File: src/rtl/pin_io_pkg.sv
// Shared pin-conditioning definitions: default bus width, the 1 ms debounce
// constant for a 12 MHz board clock, and the per-bit debounce state type.
package pin_io_pkg;

    localparam int PIN_W              = 3;
    localparam int DEBOUNCE_1MS_12MHZ = 12000;

    // STABLE: synced level matches the output. PENDING: a new level is being timed.
    typedef enum logic {
        STABLE  = 1'b0,
        PENDING = 1'b1
    } db_state_e;

endpackage

File: src/rtl/debounce_bit.sv
// One pin bit: 2-FF synchroniser, stability counter and registered output.
// Optional registered edge pulses when PIN_DEBOUNCE_EDGE_EN is defined.
// The caller guarantees 2**CNT_W >= STABLE_CYCLES and STABLE_CYCLES >= 1.
module debounce_bit
    import pin_io_pkg::*;
#(
    parameter int   CNT_W         = 16,
    parameter int   STABLE_CYCLES = DEBOUNCE_1MS_12MHZ,
    parameter logic RESET_VAL     = 1'b0
) (
    input  logic clk,
    input  logic rst_n,
    input  logic d_i,
    output logic q_o
`ifdef PIN_DEBOUNCE_EDGE_EN
    ,
    output logic rise_o,
    output logic fall_o
`endif
);

    // Counter value on the edge where the new level has persisted long enough.
    localparam logic [CNT_W-1:0] TERM = CNT_W'(STABLE_CYCLES - 1);

    logic             s1_q, s2_q;
    logic             o_q, o_d;
    logic [CNT_W-1:0] cnt_q, cnt_d;
    db_state_e        state;
`ifdef PIN_DEBOUNCE_EDGE_EN
    logic             rise_q, rise_d;
    logic             fall_q, fall_d;
`endif

    // Synchroniser chain, plain FF to FF.
    always_ff @(posedge clk or negedge rst_n) begin
        if (!rst_n) begin
            s1_q <= RESET_VAL;
            s2_q <= RESET_VAL;
        end else begin
            s1_q <= d_i;
            s2_q <= s1_q;
        end
    end

    // Debounce state registers; reset discards any pending count.
    always_ff @(posedge clk or negedge rst_n) begin
        if (!rst_n) begin
            o_q    <= RESET_VAL;
            cnt_q  <= '0;
`ifdef PIN_DEBOUNCE_EDGE_EN
            rise_q <= 1'b0;
            fall_q <= 1'b0;
`endif
        end else begin
            o_q    <= o_d;
            cnt_q  <= cnt_d;
`ifdef PIN_DEBOUNCE_EDGE_EN
            rise_q <= rise_d;
            fall_q <= fall_d;
`endif
        end
    end

    // Next-state: time a differing level, commit it at the terminal count.
    // The counter clears on commit, so it never wraps.
    always_comb begin
        state  = (s2_q != o_q) ? PENDING : STABLE;
        o_d    = o_q;
        cnt_d  = '0;
`ifdef PIN_DEBOUNCE_EDGE_EN
        rise_d = 1'b0;
        fall_d = 1'b0;
`endif
        case (state)
            STABLE:  cnt_d = '0;
            PENDING: begin
                if (cnt_q == TERM) begin
                    o_d    = s2_q;
                    cnt_d  = '0;
`ifdef PIN_DEBOUNCE_EDGE_EN
                    rise_d = s2_q;
                    fall_d = ~s2_q;
`endif
                end else begin
                    cnt_d = cnt_q + CNT_W'(1);
                end
            end
        endcase
    end

    assign q_o    = o_q;
`ifdef PIN_DEBOUNCE_EDGE_EN
    assign rise_o = rise_q;
    assign fall_o = fall_q;
`endif

endmodule

File: src/rtl/pin_debounce.sv
// Board-pin conditioner: WIDTH independent synchronise+debounce bits.
// Define PIN_DEBOUNCE_EDGE_EN to add registered RISE/FALL pulse outputs.
module pin_debounce
    import pin_io_pkg::*;
#(
    parameter int               WIDTH         = PIN_W,
    parameter int               CNT_W         = 16,
    parameter int               STABLE_CYCLES = DEBOUNCE_1MS_12MHZ,
    parameter logic [WIDTH-1:0] RESET_VAL     = '0
) (
    input  logic             CLK,
    input  logic             ASYNCRESETN,
    input  logic [WIDTH-1:0] I,
    output logic [WIDTH-1:0] O
`ifdef PIN_DEBOUNCE_EDGE_EN
    ,
    output logic [WIDTH-1:0] RISE,
    output logic [WIDTH-1:0] FALL
`endif
);

    for (genvar g = 0; g < WIDTH; g++) begin : g_bit
        debounce_bit #(
            .CNT_W         (CNT_W),
            .STABLE_CYCLES (STABLE_CYCLES),
            .RESET_VAL     (RESET_VAL[g])
        ) u_bit (
            .clk    (CLK),
            .rst_n  (ASYNCRESETN),
            .d_i    (I[g]),
            .q_o    (O[g])
`ifdef PIN_DEBOUNCE_EDGE_EN
            ,
            .rise_o (RISE[g]),
            .fall_o (FALL[g])
`endif
        );
    end

endmodule

File: config.mk
export PLATFORM = sky130hd
export DESIGN_NAME = pin_debounce
export DESIGN_NICKNAME = d
export VERILOG_FILES = /design/src/rtl/pin_io_pkg.sv /design/src/rtl/debounce_bit.sv /design/src/rtl/pin_debounce.sv
export SDC_FILE = /design/constraint.sdc
export NUM_CORES = 1
export LEC_CHECK = 0
export ABC_CLOCK_PERIOD_IN_PS = 2170
export BUFFER_PORTS_ARGS = -buffer_cell sky130_fd_sc_hd__buf_4
export CAP_MARGIN = 25
export CORE_MARGIN = 4
export CORE_UTILIZATION = 32
export CTS_CLUSTER_SIZE = 28
export DETAILED_ROUTE_END_ITERATION = 8
export HOLD_SLACK_MARGIN = 0.02
export PLACE_DENSITY = 0.54
export SLEW_MARGIN = 20
export SYNTH_ARGS = -nofsm -noshare
export SYNTH_HDL_FRONTEND = slang
export SYNTH_SLANG_ARGS = --single-unit
File: constraint.sdc
create_clock -name CLK -period 2.17 [get_ports CLK]
set_input_delay 0.434 -clock CLK [delete_from_list [all_inputs] [get_ports CLK]]
set_output_delay 0.434 -clock CLK [all_outputs]
set_load 0.03 [all_outputs]
==> flow_summary.json <==
{
  "drive_gt1_share_pct": 12.1,
  "route.antenna.remaining_nets": 0,
  "timing.final.hold_violations": 0,
  "via_count": 1867,
  "hold_buffers": 0,
  "syn_avg_cell_area_sq_um": 10.0,
  "cts_max_level": 3,
  "cts_setup_buffers": 0,
  "drv_cap": 0,
  "wirelength_um": 4830,
  "fin_nets": 292,
  "ys_warn_count": 0,
  "antenna_found_initial": 0,
  "n_antenna_cell": 0,
  "initial_core_util_pct": 33.0,
  "fp.dieH_um": 100,
  "n_fill_cell": 827,
  "core_area_sq_mm": 0.00822,
  "timing.final.crit_share_pct": 81.0,
  "syn_area_sq_mm": 0.00271,
  "powerDensity_mw_per_mm2": 693,
  "drc_errors": 0,
  "post-route-min-period_ns": 1.76,
  "worst-path-max-fanout": 9,
  "grt_use_total_pct": 11.1,
  "crit_arrival_ns": 1.98,
  "drt_iter0_markers": 106,
  "viasPerCell": 4.74,
  "pin_count": 8,
  "ys_ff_latch": 57,
  "hpwlAfterDp_um": 3260,
  "end_kind": "register",
  "relSlewSlack_pct": 53.1,
  "peakVddDrop_mv": 0.332,
  "ff_latch_area_sq_mm": 0.00143,
  "worst_slew_pin_slew_ns": 0.704,
  "max_freq_ghz": 0.569,
  "criticalPathCategory": "register to register",
  "grt_pass1_wl_um": 8760,
  "io_buffers": 7,
  "rsz0062_at_grt": "no",
  "dieArea_sq_mm": 0.0100,
  "clock_skew_ns": 0.00729,
  "reg2reg_depth": 5,
  "cts_tree": "built",
  "cts-root-buf": "clkbuf_8",
  "firstDrtPassIters": 4,
  "ctsResizeCount": 0,
  "outcome": "completed",
  "grt_remaining_overflow": 0,
  "gp_congestion": 0.791,
  "fin_setup_tns_ns": 0,
  "multi_input_area_sq_mm": 0.00117,
  "setup_viol": 0,
  "postLayoutCoreUtil_pct": 37.2,
  "grt_max_degree": 58,
  "yosys.cell_types.count": 30,
  "num_rows": 33,
  "cts.sinks": 57,
  "cp-start-kind": "register",
  "cts_buffer_depth": 2,
  "required_ns": 2.39,
  "cts_buffers": 9,
  "clk_pin_slew_ns": 0.06,
  "ys_seq_area_share_pct": 52.6,
  "die_x_um": 100,
  "insertion_delay_ns": 0.33,
  "grt_pass1_vias": 1864,
  "p_leak_nw": 1.24,
  "r2r_slack_ns": 0.41,
  "drv_slew": 0,
  "wl_per_cell_um": 12.3,
  "synth_nets": 278,
  "syn-instance-count": 270,
  "hold_class": "input port to async pin",
  "syn2layout_area_growth_pct": 12.8
}
[synthesized netlist by cell type]
| cell type | n | area (sq um) |
|---|---|---|
| ha_1 | 3 | 37.5 |
| buf_2 | 3 | 15.0 |
| nand2_1 | 14 | 52.6 |
| nand3_1 | 16 | 80.1 |
| nand4b_1 | 1 | 8.76 |
| nor2b_1 | 1 | 6.26 |
| buf_6 | 1 | 11.3 |
| and2_1 | 1 | 6.26 |
| nor3b_1 | 1 | 7.51 |
| inv_1 | 11 | 41.3 |
| nor3_1 | 10 | 50.1 |
| xor2_1 | 11 | 96.3 |
| clkbuf_1 | 3 | 11.3 |
| nor4b_1 | 1 | 8.76 |
| or2_1 | 2 | 12.5 |
| nor4_2 | 1 | 12.5 |
| buf_8 | 1 | 15.0 |
| a21oi_1 | 1 | 5.00 |
| and3_1 | 2 | 12.5 |
| or4_1 | 1 | 7.51 |
| nor4_1 | 14 | 87.6 |
| dfrtp_1 | 57 | 1430 |
| nor2_1 | 55 | 206 |
| and4_1 | 5 | 43.8 |
| buf_4 | 3 | 22.5 |
| xnor2_1 | 32 | 280 |
| o21ba_2 | 1 | 10.0 |
| a41o_1 | 1 | 10.0 |
| mux2_2 | 4 | 45.0 |
| nand4_1 | 13 | 81.3 |
[cells by family (layout without fill, tap and decap cells)]
| kind of cell | count (synthesis) | in the layout | synth area share (%) |
|---|---|---|---|
| and+or+nand+nor | 138 | 138 | 25.2 |
| DFF | 57 | 57 | 52.6 |
| xor gates and xnor gates | 43 | 43 | 13.9 |
| buffers and inverters | 22 | 41 | 4.29 |
| muxes | 4 | 4 | 1.66 |
| adders and majority gates | 3 | 3 | 1.38 |
| AOI/OAI and AO/OA | 3 | 3 | 0.923 |
[critical path, cell delays in order (launching register included)]
cell and delay [ns]:
dfrtp_1 0.42, or4_1 0.55, nor4_2 0.30, or2_1 0.16
buf_4 0.16, nor2_1 0.06
[final timing paths]
check	start	endpoint
worst min-delay path	ASYNCRESETN	g_bit[0].u_bit.cnt_q[12]$_DFF_PN0_
max in group asynchronous	ASYNCRESETN	g_bit[1].u_bit.cnt_q[14]$_DFF_PN0_
worst max register to register	g_bit[0].u_bit.cnt_q[8]$_DFF_PN0_	g_bit[0].u_bit.cnt_q[9]$_DFF_PN0_
min in group CLK	I[1]	g_bit[1].u_bit.s1_q$_DFF_PN0_
worst max-delay path	g_bit[0].u_bit.cnt_q[8]$_DFF_PN0_	g_bit[0].u_bit.cnt_q[9]$_DFF_PN0_
worst min register to register	g_bit[1].u_bit.s1_q$_DFF_PN0_	g_bit[1].u_bit.s2_q$_DFF_PN0_
[metal layers]
metal	global-route usage (%)	up-vias	share of wire (%)
met5	0	-	0
met4	3.73	0	1.1
met3	4.45	5	3.5
met2	16.7	22	45
met1	14.6	895	50
li1	-	945	-
[registers in the layout (all words and copies together) (netlist names)]
name / flops
g_bit.u_bit.cnt_q: 48
g_bit.u_bit.q_o: 3
g_bit.u_bit.s1_q: 3
g_bit.u_bit.s2_q: 3
[cells in the final DEF, fill, tap and decap left out, drive strengths merged, types with 2 or more instances in the layout]
master,netlist,layout
and3,2,2
and4,5,5
clkinv,0,5
inv,11,11
nor3,10,10
nand2,14,14
buf,8,14
dfrtp,57,57
xnor2,32,32
nor2,55,55
nor4,15,15
nand3,16,16
ha,3,3
xor2,11,11
nand4,13,13
mux2,4,4
clkbuf,3,10
or2,2,2
[per-stage QoR]
| step | total power [W] | cells | area, sq um | hold slack [ns] | setup slack [ns] |
|---|---|---|---|---|---|
| finish | 0.00212 | 394 | 3060 | 0.160 | 0.412 |
| global route | 0.00224 | 394 | 3060 | 0.173 | 0.286 |
| CTS | 0.00217 | 394 | 3060 | 0.173 | 0.385 |
| detailed placement | 0.00120 | 378 | 2870 | 0.341 | 0.398 |
| global placement | 0.00120 | 378 | 2870 | 0.337 | 0.412 |
| floorplan | 0.00116 | 270 | 2710 | 0.138 | 0.416 |
[power breakdown]
part | switching, W | internal, W
Clock | 0.000418 | 0.000524
Sequential | 0.0000184 | 0.00108
Combinational | 0.0000515 | 0.0000278
Total | 0.000488 | 0.00163
[cell type report]
class	instances	share of cell area (%)
Clock buffer	10	4.17
Multi-Input combinational cell	191	38.2
Timing Repair Buffer	14	3.44
Clock inverter	6	1.92
Tap cell	105	4.29
Sequential cell	57	46.6
Inverter	11	1.35
Note: power is estimated with default switching activity, not from simulation.
